==> src/rtl/ddr_pkt_reader_if.sv <==
// ddr_pkt_reader_if: bundles the descriptor input, the AXI4 read channels (AR/R)
// and the AXI-Stream egress of the DDR packet reader.
//   master modport - the reader: takes descriptors, drives AR/rready/AXIS.
//   slave modport  - the environment: scheduler, DDR controller and MAC side.
interface ddr_pkt_reader_if #(
    parameter int unsigned ADDR_WIDTH = 31,
    parameter int unsigned DATA_WIDTH = 512,
    parameter int unsigned ID_WIDTH   = 4
);
    localparam int unsigned KEEP_W = DATA_WIDTH / 8;

    // Descriptor from the packet scheduler
    logic [ADDR_WIDTH-1:0] desc_addr;
    logic [15:0]           desc_len;
    logic                  desc_valid;
    logic                  desc_ready;

    // AXI4 read address channel
    logic [ID_WIDTH-1:0]   m_axi_arid;
    logic [ADDR_WIDTH-1:0] m_axi_araddr;
    logic [7:0]            m_axi_arlen;
    logic [2:0]            m_axi_arsize;
    logic [1:0]            m_axi_arburst;
    logic                  m_axi_arvalid;
    logic                  m_axi_arready;

    // AXI4 read data channel
    logic [ID_WIDTH-1:0]   m_axi_rid;
    logic [DATA_WIDTH-1:0] m_axi_rdata;
    logic [1:0]            m_axi_rresp;
    logic                  m_axi_rlast;
    logic                  m_axi_rvalid;
    logic                  m_axi_rready;

    // AXI-Stream egress
    logic [DATA_WIDTH-1:0] m_axis_tdata;
    logic [KEEP_W-1:0]     m_axis_tkeep;
    logic                  m_axis_tlast;
    logic                  m_axis_tvalid;
    logic                  m_axis_tready;

    modport master (
        input  desc_addr, desc_len, desc_valid,
        output desc_ready,
        output m_axi_arid, m_axi_araddr, m_axi_arlen, m_axi_arsize, m_axi_arburst, m_axi_arvalid,
        input  m_axi_arready,
        input  m_axi_rid, m_axi_rdata, m_axi_rresp, m_axi_rlast, m_axi_rvalid,
        output m_axi_rready,
        output m_axis_tdata, m_axis_tkeep, m_axis_tlast, m_axis_tvalid,
        input  m_axis_tready
    );

    modport slave (
        output desc_addr, desc_len, desc_valid,
        input  desc_ready,
        input  m_axi_arid, m_axi_araddr, m_axi_arlen, m_axi_arsize, m_axi_arburst, m_axi_arvalid,
        output m_axi_arready,
        output m_axi_rid, m_axi_rdata, m_axi_rresp, m_axi_rlast, m_axi_rvalid,
        input  m_axi_rready,
        input  m_axis_tdata, m_axis_tkeep, m_axis_tlast, m_axis_tvalid,
        output m_axis_tready
    );
endinterface

==> src/rtl/ddr_pkt_reader.sv <==
// ddr_pkt_reader: reads one packet at a time from DDR with AXI4 INCR bursts
// (never crossing 4KB, at most MAX_BURST beats, one AR outstanding) and
// replays it as an AXI-Stream packet with tlast and a byte-accurate tkeep.
// Ports:
//   clk, rst  - clock, synchronous active-high reset
//   bus       - descriptor / AXI AR+R / AXIS bundle (master modport)
//   pkt_cnt   - packets completed on the stream, wraps
//   rd_err    - sticky: bad rresp or rlast out of step with the beat counter
module ddr_pkt_reader #(
    parameter int unsigned ADDR_WIDTH = 31,
    parameter int unsigned DATA_WIDTH = 512,
    parameter int unsigned ID_WIDTH   = 4,
    parameter int unsigned MAX_BURST  = 64
) (
    input  logic               clk,
    input  logic               rst,
    ddr_pkt_reader_if.master   bus,
    output logic [31:0]        pkt_cnt,
    output logic               rd_err
);
    localparam int unsigned BEAT_BYTES = DATA_WIDTH / 8;
    localparam int unsigned KEEP_W     = BEAT_BYTES;
    localparam int unsigned OFF_W      = $clog2(BEAT_BYTES);
    localparam int unsigned PAGE_W     = 12 - OFF_W;
    localparam int unsigned PAGE_BEATS = 4096 / BEAT_BYTES;
    localparam int unsigned REM_W      = 17 - OFF_W;
    localparam int unsigned BEATS_W    = 9;

    localparam logic [1:0] S_IDLE = 2'd0;
    localparam logic [1:0] S_AR   = 2'd1;
    localparam logic [1:0] S_RD   = 2'd2;

    logic [1:0]            state_q, state_d;
    logic [ADDR_WIDTH-1:0] addr_q, addr_d;
    logic [REM_W-1:0]      rem_q, rem_d;
    logic [OFF_W-1:0]      last_bytes_q, last_bytes_d;
    logic [BEATS_W-1:0]    beats_q, beats_d;
    logic [BEATS_W-1:0]    burst_cnt_q, burst_cnt_d;
    logic                  arvalid_q, arvalid_d;
    logic                  desc_ready_q, desc_ready_d;
    logic [DATA_WIDTH-1:0] tdata_q, tdata_d;
    logic [KEEP_W-1:0]     tkeep_q, tkeep_d;
    logic                  tlast_q, tlast_d;
    logic                  tvalid_q, tvalid_d;
    logic [31:0]           pkt_cnt_q, pkt_cnt_d;
    logic                  rd_err_q, rd_err_d;

    logic                  rready_c;
    logic                  r_hs_c;
    logic                  load_burst_c;
    logic [KEEP_W-1:0]     last_keep_c;
    logic                  unused_ok;

    assign unused_ok = ^{bus.m_axi_rid, bus.desc_addr[OFF_W-1:0]};

    // Burst size: limited by remaining beats, MAX_BURST and the 4KB page end.
    function automatic logic [BEATS_W-1:0] burst_beats(input logic [PAGE_W-1:0] page_idx,
                                                       input logic [REM_W-1:0]  rem);
        logic [REM_W-1:0] b;
        logic [REM_W-1:0] to_page;
        to_page = REM_W'(PAGE_BEATS) - REM_W'(page_idx);
        b = rem;
        if (b > REM_W'(MAX_BURST)) b = REM_W'(MAX_BURST);
        if (b > to_page)           b = to_page;
        return BEATS_W'(b);
    endfunction

    // Single output register: accept R only when it is empty or draining.
    assign rready_c    = (state_q == S_RD) && (!tvalid_q || bus.m_axis_tready);
    assign r_hs_c      = bus.m_axi_rvalid && rready_c;
    assign last_keep_c = (last_bytes_q == '0) ? '1 : ~({KEEP_W{1'b1}} << last_bytes_q);

    // Next-state and datapath
    always_comb begin
        state_d      = state_q;
        addr_d       = addr_q;
        rem_d        = rem_q;
        last_bytes_d = last_bytes_q;
        beats_d      = beats_q;
        burst_cnt_d  = burst_cnt_q;
        arvalid_d    = arvalid_q;
        tdata_d      = tdata_q;
        tkeep_d      = tkeep_q;
        tlast_d      = tlast_q;
        tvalid_d     = tvalid_q;
        pkt_cnt_d    = pkt_cnt_q;
        rd_err_d     = rd_err_q;
        load_burst_c = 1'b0;

        if (tvalid_q && bus.m_axis_tready) begin
            tvalid_d = 1'b0;
            if (tlast_q) pkt_cnt_d = pkt_cnt_q + 32'd1;
        end

        case (state_q)
            S_IDLE: begin
                if (bus.desc_valid && desc_ready_q && (bus.desc_len != 16'd0)) begin
                    addr_d       = {bus.desc_addr[ADDR_WIDTH-1:OFF_W], OFF_W'(0)};
                    rem_d        = REM_W'((17'(bus.desc_len) + 17'(BEAT_BYTES - 1)) >> OFF_W);
                    last_bytes_d = bus.desc_len[OFF_W-1:0];
                    load_burst_c = 1'b1;
                    state_d      = S_AR;
                end
            end
            S_AR: begin
                if (bus.m_axi_arready) begin
                    arvalid_d = 1'b0;
                    state_d   = S_RD;
                end
            end
            S_RD: begin
                if (r_hs_c) begin
                    tdata_d     = bus.m_axi_rdata;
                    tvalid_d    = 1'b1;
                    tlast_d     = (rem_q == REM_W'(1));
                    tkeep_d     = (rem_q == REM_W'(1)) ? last_keep_c : '1;
                    rem_d       = rem_q - REM_W'(1);
                    burst_cnt_d = burst_cnt_q - BEATS_W'(1);
                    // Burst end comes from our own counter; rlast is only cross-checked.
                    if ((bus.m_axi_rresp != 2'b00) ||
                        (bus.m_axi_rlast != (burst_cnt_q == BEATS_W'(1))))
                        rd_err_d = 1'b1;
                    if (burst_cnt_q == BEATS_W'(1)) begin
                        addr_d = addr_q + (ADDR_WIDTH'(beats_q) << OFF_W);
                        if (rem_q == REM_W'(1)) begin
                            state_d = S_IDLE;
                        end else begin
                            load_burst_c = 1'b1;
                            state_d      = S_AR;
                        end
                    end
                end
            end
            default: state_d = S_IDLE;
        endcase

        // Size the next burst from the already-updated address and remainder.
        if (load_burst_c) begin
            beats_d     = burst_beats(addr_d[11:OFF_W], rem_d);
            burst_cnt_d = beats_d;
            arvalid_d   = 1'b1;
        end

        desc_ready_d = (state_d == S_IDLE);
    end

    // State register
    always_ff @(posedge clk) begin
        if (rst) begin
            state_q      <= S_IDLE;
            addr_q       <= '0;
            rem_q        <= '0;
            last_bytes_q <= '0;
            beats_q      <= '0;
            burst_cnt_q  <= '0;
            arvalid_q    <= 1'b0;
            desc_ready_q <= 1'b0;
            tdata_q      <= '0;
            tkeep_q      <= '0;
            tlast_q      <= 1'b0;
            tvalid_q     <= 1'b0;
            pkt_cnt_q    <= '0;
            rd_err_q     <= 1'b0;
        end else begin
            state_q      <= state_d;
            addr_q       <= addr_d;
            rem_q        <= rem_d;
            last_bytes_q <= last_bytes_d;
            beats_q      <= beats_d;
            burst_cnt_q  <= burst_cnt_d;
            arvalid_q    <= arvalid_d;
            desc_ready_q <= desc_ready_d;
            tdata_q      <= tdata_d;
            tkeep_q      <= tkeep_d;
            tlast_q      <= tlast_d;
            tvalid_q     <= tvalid_d;
            pkt_cnt_q    <= pkt_cnt_d;
            rd_err_q     <= rd_err_d;
        end
    end

    assign bus.desc_ready    = desc_ready_q;
    assign bus.m_axi_arid    = '0;
    assign bus.m_axi_araddr  = addr_q;
    assign bus.m_axi_arlen   = 8'(beats_q - BEATS_W'(1));
    assign bus.m_axi_arsize  = 3'(OFF_W);
    assign bus.m_axi_arburst = 2'b01;
    assign bus.m_axi_arvalid = arvalid_q;
    assign bus.m_axi_rready  = rready_c;
    assign bus.m_axis_tdata  = tdata_q;
    assign bus.m_axis_tkeep  = tkeep_q;
    assign bus.m_axis_tlast  = tlast_q;
    assign bus.m_axis_tvalid = tvalid_q;
    assign pkt_cnt           = pkt_cnt_q;
    assign rd_err            = rd_err_q;
endmodule

==> src/flat_wrapper.sv <==
// flat-port wrapper written by rule: the top's interface ports become plain ports
module ddr_pkt_reader_flat 
#(
    parameter int unsigned ADDR_WIDTH = 31,
    parameter int unsigned DATA_WIDTH = 512,
    parameter int unsigned ID_WIDTH   = 4,
    parameter int unsigned MAX_BURST  = 64
)
  (clk, rst, pkt_cnt, rd_err, bus_desc_addr, bus_desc_len, bus_desc_valid, bus_desc_ready, bus_m_axi_arid, bus_m_axi_araddr, bus_m_axi_arlen, bus_m_axi_arsize, bus_m_axi_arburst, bus_m_axi_arvalid, bus_m_axi_arready, bus_m_axi_rid, bus_m_axi_rdata, bus_m_axi_rresp, bus_m_axi_rlast, bus_m_axi_rvalid, bus_m_axi_rready, bus_m_axis_tdata, bus_m_axis_tkeep, bus_m_axis_tlast, bus_m_axis_tvalid, bus_m_axis_tready);
  ddr_pkt_reader_if #(.ADDR_WIDTH(ADDR_WIDTH), .DATA_WIDTH(DATA_WIDTH), .ID_WIDTH(ID_WIDTH)) bus_i ();
  input  logic clk;
  input  logic rst;
  output logic [31:0] pkt_cnt;
  output logic rd_err;
  input wire logic [$bits(bus_i.desc_addr)-1:0] bus_desc_addr;
  input wire logic [$bits(bus_i.desc_len)-1:0] bus_desc_len;
  input wire logic [$bits(bus_i.desc_valid)-1:0] bus_desc_valid;
  output wire logic [$bits(bus_i.desc_ready)-1:0] bus_desc_ready;
  output wire logic [$bits(bus_i.m_axi_arid)-1:0] bus_m_axi_arid;
  output wire logic [$bits(bus_i.m_axi_araddr)-1:0] bus_m_axi_araddr;
  output wire logic [$bits(bus_i.m_axi_arlen)-1:0] bus_m_axi_arlen;
  output wire logic [$bits(bus_i.m_axi_arsize)-1:0] bus_m_axi_arsize;
  output wire logic [$bits(bus_i.m_axi_arburst)-1:0] bus_m_axi_arburst;
  output wire logic [$bits(bus_i.m_axi_arvalid)-1:0] bus_m_axi_arvalid;
  input wire logic [$bits(bus_i.m_axi_arready)-1:0] bus_m_axi_arready;
  input wire logic [$bits(bus_i.m_axi_rid)-1:0] bus_m_axi_rid;
  input wire logic [$bits(bus_i.m_axi_rdata)-1:0] bus_m_axi_rdata;
  input wire logic [$bits(bus_i.m_axi_rresp)-1:0] bus_m_axi_rresp;
  input wire logic [$bits(bus_i.m_axi_rlast)-1:0] bus_m_axi_rlast;
  input wire logic [$bits(bus_i.m_axi_rvalid)-1:0] bus_m_axi_rvalid;
  output wire logic [$bits(bus_i.m_axi_rready)-1:0] bus_m_axi_rready;
  output wire logic [$bits(bus_i.m_axis_tdata)-1:0] bus_m_axis_tdata;
  output wire logic [$bits(bus_i.m_axis_tkeep)-1:0] bus_m_axis_tkeep;
  output wire logic [$bits(bus_i.m_axis_tlast)-1:0] bus_m_axis_tlast;
  output wire logic [$bits(bus_i.m_axis_tvalid)-1:0] bus_m_axis_tvalid;
  input wire logic [$bits(bus_i.m_axis_tready)-1:0] bus_m_axis_tready;
  assign bus_i.desc_addr = bus_desc_addr;
  assign bus_i.desc_len = bus_desc_len;
  assign bus_i.desc_valid = bus_desc_valid;
  assign bus_desc_ready = bus_i.desc_ready;
  assign bus_m_axi_arid = bus_i.m_axi_arid;
  assign bus_m_axi_araddr = bus_i.m_axi_araddr;
  assign bus_m_axi_arlen = bus_i.m_axi_arlen;
  assign bus_m_axi_arsize = bus_i.m_axi_arsize;
  assign bus_m_axi_arburst = bus_i.m_axi_arburst;
  assign bus_m_axi_arvalid = bus_i.m_axi_arvalid;
  assign bus_i.m_axi_arready = bus_m_axi_arready;
  assign bus_i.m_axi_rid = bus_m_axi_rid;
  assign bus_i.m_axi_rdata = bus_m_axi_rdata;
  assign bus_i.m_axi_rresp = bus_m_axi_rresp;
  assign bus_i.m_axi_rlast = bus_m_axi_rlast;
  assign bus_i.m_axi_rvalid = bus_m_axi_rvalid;
  assign bus_m_axi_rready = bus_i.m_axi_rready;
  assign bus_m_axis_tdata = bus_i.m_axis_tdata;
  assign bus_m_axis_tkeep = bus_i.m_axis_tkeep;
  assign bus_m_axis_tlast = bus_i.m_axis_tlast;
  assign bus_m_axis_tvalid = bus_i.m_axis_tvalid;
  assign bus_i.m_axis_tready = bus_m_axis_tready;
  ddr_pkt_reader #(.ADDR_WIDTH(ADDR_WIDTH), .DATA_WIDTH(DATA_WIDTH), .ID_WIDTH(ID_WIDTH), .MAX_BURST(MAX_BURST)) u_core (.clk(clk), .rst(rst), .bus(bus_i), .pkt_cnt(pkt_cnt), .rd_err(rd_err));
endmodule
==> config.mk <==
export PLATFORM = sky130hd
export DESIGN_NAME = ddr_pkt_reader_flat
export DESIGN_NICKNAME = d
export VERILOG_FILES = /design/src/rtl/ddr_pkt_reader_if.sv /design/src/rtl/ddr_pkt_reader.sv /design/src/flat_wrapper.sv
export SDC_FILE = /design/constraint.sdc
export NUM_CORES = 1
export LEC_CHECK = 0
export CAP_MARGIN = 20
export CORE_AREA = 2 2 474 476
export CTS_CLUSTER_DIAMETER = 80
export DETAILED_ROUTE_END_ITERATION = 16
export DIE_AREA = 0 0 476 478
export SYNTH_ARGS = -nofsm -noshare
export SYNTH_HDL_FRONTEND = slang
export SYNTH_SLANG_ARGS = --single-unit
==> constraint.sdc <==
create_clock -name clk -period 5.31 [get_ports clk]
set_clock_uncertainty 0.2 [all_clocks]
set_input_delay 1.3275 -clock clk [delete_from_list [all_inputs] [get_ports clk]]
set_output_delay 1.3275 -clock clk [all_outputs]
set_load 0.1 [all_outputs]
==> summary.log <==
INFO  grt            global_route_wire_length_before_repair=257mm
INFO  clock_network  cts_max_path_buffers=3
INFO  grt            gr-usage-all-layers=16.9%
INFO  sta            worst-slew-pin-transition=1.21ns
INFO  synthesis      yosys.cell_types.count=75
INFO  sta            fin_setup_tns=0ns
INFO  drt            drc_errors=0
INFO  sta            finalWorstPathRequiredPeriod=5.13ns
INFO  synthesis      yosysSeqAreaShare=52.7%
INFO  grt            maximum_number_of_pins_on_one_net_before_global_route_repair=195
INFO  die            fp-row-count=174
INFO  final_layout   finish.utilization=20.0%
INFO  clock_network  cts-hold-fix-buffers=0
INFO  drt            vias=28700
INFO  synthesis      synth_top_cell_area_share=52.7%
INFO  sta            finalHoldViolations=0
INFO  placement      gp_routability_congestion=0.878
INFO  die            floorplan.initialDensity=11.5%
INFO  sta            unrepaired_setup_endpoints_after_global_routing=no
INFO  clock_network  numCtsBuffers=93
INFO  setup_path     worst-endpoint-arrival=5.56ns
INFO  setup_path     type_of_the_worst_setup_path=input pin to flip-flop
INFO  sta            peak_freq=195MHz
INFO  placement      preCtsSetupSlack=-1.07ns
INFO  clock_network  h-tree-depth=3
INFO  sta            setup_viol=0
INFO  job            max-cap-violations=0
INFO  drt            detail_route.iter0.violations=1824
INFO  synthesis      ys_top_cells_by_area=sky130_fd_sc_hd__dfxtp_1 53%, sky130_fd_sc_hd__nand2_1 17%, sky130_fd_sc_hd__a21oi_1 12%
INFO  drt            drt_pre_antenna_iters=5
INFO  power_and_ir_drop worst_ir_drop_vdd=0.248mV
INFO  final_layout   fillCellCount=24800
INFO  setup_path     reg2reg_setup_slack=0.55ns
INFO  synthesis      ys_seq_elements=675
INFO  placement      buffer_ports.inserted=1208
INFO  final_layout   post_route_cells_drive_above_1_share=13.4%
INFO  die            die-area=228000squm
INFO  synthesis      synthesized_instance_count=3269
INFO  placement      dp_hpwl=166mm
INFO  synthesis      ys_top_cells_by_count=1134 x sky130_fd_sc_hd__nand2_1, 675 x sky130_fd_sc_hd__dfxtp_1, 618 x sky130_fd_sc_hd__a21oi_1, 213 x sky130_fd_sc_hd__clkbuf_1, 116 x sky130_fd_sc_hd__nor2_1
INFO  final_layout   area.sequential=13500squm
INFO  sta            layout_worst_path_cycle_share=96.7%
INFO  final_layout   fin_nets=5056
INFO  synthesis      syn_area=25600squm
INFO  setup_path     worst_setup_path_end_kind=flip-flop
INFO  synthesis      synth_enable_flop_cells=0
INFO  grt            vias_in_the_first_global_route=27900
INFO  clock_network  clock_tree_from_tritoncts=built
INFO  die            die_height=478microns
INFO  synthesis      yosysMostFrequentCell=sky130_fd_sc_hd__nand2_1
INFO  synthesis      synth-main-ff-cell=sky130_fd_sc_hd__dfxtp_1
INFO  setup_path     worst_ep_required_time=5.73ns
INFO  synthesis      avgSynthCellArea=7.84squm
INFO  min_path       hold_path_class=flip-flop to flip-flop
INFO  status         outcome=finished clean
INFO  grt            grt_overflow_total=0
INFO  grt            antenna_violations_before_repair=134
INFO  clock_network  cts_root_buffer=sky130_fd_sc_hd__clkbuf_16
INFO  sta            final.setup.worst_slack=0.176ns
INFO  die            die_w=476microns
INFO  clock_network  clkTransAtPathRegs=0.06ns
INFO  setup_path     critical_path.startpoint_type=input pin
INFO  clock_network  worstSkewPairLatency=0.73ns
INFO  final_layout   final_cell_count_no_fill=7555
INFO  synthesis      async_reset_ff_share=0%
INFO  drt            routedWlPerCell=26.5microns
INFO  drt            ant_nets=0
INFO  power_and_ir_drop report.power.total=14.3mW
INFO  final_layout   flow.area_growth_from_synthesis=73.8%
INFO  drt            routed_wirelength=200mm
INFO  die            floorplan.io_pins=1234
INFO  power_and_ir_drop power.density_cell_area=321nW/um^2
INFO  synthesis      yosys_warn_count=0
INFO  setup_path     timing.critical_path.fanout_max=7
INFO  power_and_ir_drop p_leak=15.4nW
INFO  synthesis      synth.largest_area_cell=sky130_fd_sc_hd__dfxtp_1
INFO  die            core_area=223000squm
INFO  drt            viasPerCell=3.81
INFO  sta            worst_slew_margin_rel=19.2%
INFO  sta            final_max_slew_viol_count=0
INFO  placement      numPlacedInstances=7342
INFO  final_layout   multi_input_comb_area=11200squm
INFO  clock_network  clkSinkCount=675
state kept, by name (all words and copies together), names as in the netlist:
| name | cells |
|---|---|
| u_core.bus.desc_ready | 1 |
| u_core.bus.m_axis_tdata | 512 |
| u_core.bus.m_axis_tlast | 1 |
| u_core.rem_q | 11 |
| u_core.bus.m_axis_tkeep | 64 |
| u_core.pkt_cnt | 32 |
| u_core.bus.m_axi_araddr | 25 |
| u_core.burst_cnt_q | 9 |
| u_core.last_bytes_q | 6 |
| u_core.state_q | 2 |
| u_core.bus.m_axi_arvalid | 1 |
| u_core.rd_err | 1 |
| u_core.bus.m_axis_tvalid | 1 |
| u_core.beats_q | 9 |
worst paths after layout:
check,start,end,cells past startpoint
setup reg to reg,u_core.burst_cnt_q[1],u_core.beats_q[6],20
hold reg to reg,u_core.bus.m_axis_tdata[303],u_core.bus.m_axis_tdata[303],2
setup / recovery,bus_desc_len[5],u_core.beats_q[6],22
hold / removal,u_core.bus.m_axis_tdata[303],u_core.bus.m_axis_tdata[303],2
worst max-delay path, cell delays in order:
cell and delay [ns]:
sky130_fd_sc_hd__clkbuf_2 0.12, sky130_fd_sc_hd__nor4_2 0.06, sky130_fd_sc_hd__buf_4 0.16, sky130_fd_sc_hd__and2_1 0.17
sky130_fd_sc_hd__buf_6 0.14, sky130_fd_sc_hd__buf_4 0.15, sky130_fd_sc_hd__a21bo_4 0.23, sky130_fd_sc_hd__buf_12 0.13
sky130_fd_sc_hd__a311oi_4 0.28, sky130_fd_sc_hd__ha_2 0.22, sky130_fd_sc_hd__inv_2 0.03, sky130_fd_sc_hd__or4b_4 0.52
sky130_fd_sc_hd__buf_6 0.15, sky130_fd_sc_hd__xnor2_4 0.21, sky130_fd_sc_hd__ha_4 0.24, sky130_fd_sc_hd__a21o_1 0.16
sky130_fd_sc_hd__a21oi_2 0.13, sky130_fd_sc_hd__nor2b_2 0.06, sky130_fd_sc_hd__o31a_1 0.37, sky130_fd_sc_hd__buf_4 0.17
sky130_fd_sc_hd__mux2_4 0.30, sky130_fd_sc_hd__a211oi_2 0.20
layer usage:
| metal | GRT usage [%] | vias up | share of wire (%) |
|---|---|---|---|
| met5 | 0 | - | 0.19 |
| met4 | 6.20 | 64 | 3.7 |
| met3 | 11.5 | 364 | 16 |
| met2 | 27.2 | 1418 | 46 |
| met1 | 17.1 | 13600 | 35 |
| li1 | - | 13300 | - |
power breakdown:
| group | leakage, nW | switching [mW] | internal, mW |
|---|---|---|---|
| logic | 8.41 | 1.51 | 0.856 |
| registers | 5.45 | 0.0951 | 5.17 |
| clock network | 1.58 | 2.76 | 3.90 |
| total | 15.4 | 4.37 | 9.92 |
what timing repair did:
action	CTS	global route
setup buffers	6	1
resized for setup	28	26
pin swaps	14	16
setup endpoints to repair	13	14
placed cells by master, fill, tap and decap left out, types with 9 or more instances in the layout:
cell type / synthesis / routed
sky130_fd_sc_hd__and2_1: 11 / 11
sky130_fd_sc_hd__xor2_1: 29 / 29
sky130_fd_sc_hd__and3_1: 18 / 17
sky130_fd_sc_hd__nand4_1: 19 / 19
sky130_fd_sc_hd__diode_2: 0 / 28
sky130_fd_sc_hd__clkinv_2: 0 / 13
sky130_fd_sc_hd__a31oi_1: 27 / 27
sky130_fd_sc_hd__ha_1: 23 / 20
sky130_fd_sc_hd__a21oi_1: 618 / 615
sky130_fd_sc_hd__buf_12: 0 / 23
sky130_fd_sc_hd__inv_6: 0 / 10
sky130_fd_sc_hd__or3_1: 17 / 16
sky130_fd_sc_hd__nand2_1: 1134 / 1133
sky130_fd_sc_hd__conb_1: 2 / 15
sky130_fd_sc_hd__clkbuf_16: 0 / 94
sky130_fd_sc_hd__buf_4: 15 / 362
sky130_fd_sc_hd__clkdlybuf4s50_1: 0 / 923
sky130_fd_sc_hd__dfxtp_1: 675 / 675
sky130_fd_sc_hd__nor4_1: 10 / 9
sky130_fd_sc_hd__inv_1: 27 / 26
sky130_fd_sc_hd__o21ai_0: 67 / 67
sky130_fd_sc_hd__nand2b_1: 10 / 9
sky130_fd_sc_hd__clkbuf_1: 213 / 11
sky130_fd_sc_hd__nor3_1: 21 / 20
sky130_fd_sc_hd__clkbuf_8: 0 / 19
sky130_fd_sc_hd__nand3_1: 34 / 34
sky130_fd_sc_hd__a22oi_1: 9 / 9
sky130_fd_sc_hd__xnor2_1: 25 / 24
sky130_fd_sc_hd__nor2_1: 116 / 116
area by class of cell:
type | count | share of cell area, %
Sequential cell | 675 | 30.3
Inverter | 28 | 0.236
Tap cell | 2992 | 8.41
Timing Repair Buffer | 1336 | 28.4
Clock inverter | 46 | 1.28
Multi-Input combinational cell | 2326 | 25.2
Antenna cell | 28 | 0.157
Clock buffer | 124 | 5.96
metrics by stage:
| stage | hold WS [ns] | area, sq um |
|---|---|---|
| floorplan | 0.257 | 25700 |
| global placement | 0.241 | 40800 |
| detailed placement | 0.246 | 40900 |
| CTS | 0.254 | 44200 |
| global route | 0.265 | 44500 |
| finish | 0.252 | 44500 |
cells by family (layout without fill, tap and decap cells):
logic type / count (synthesis) / count (layout) / share of synthesized area (%)
compound gates: 790 / 790 / 16.5
buf+inv: 281 / 1534 / 4.37
mux: 6 / 6 / 0.273
other cells: 2 / 43 / 0.0293
fa+ha+maj: 24 / 24 / 1.20
flops: 675 / 675 / 52.7
xor+xnor: 54 / 54 / 1.85
simple gates: 1437 / 1437 / 23.0
(Power assumes the default switching activity.)
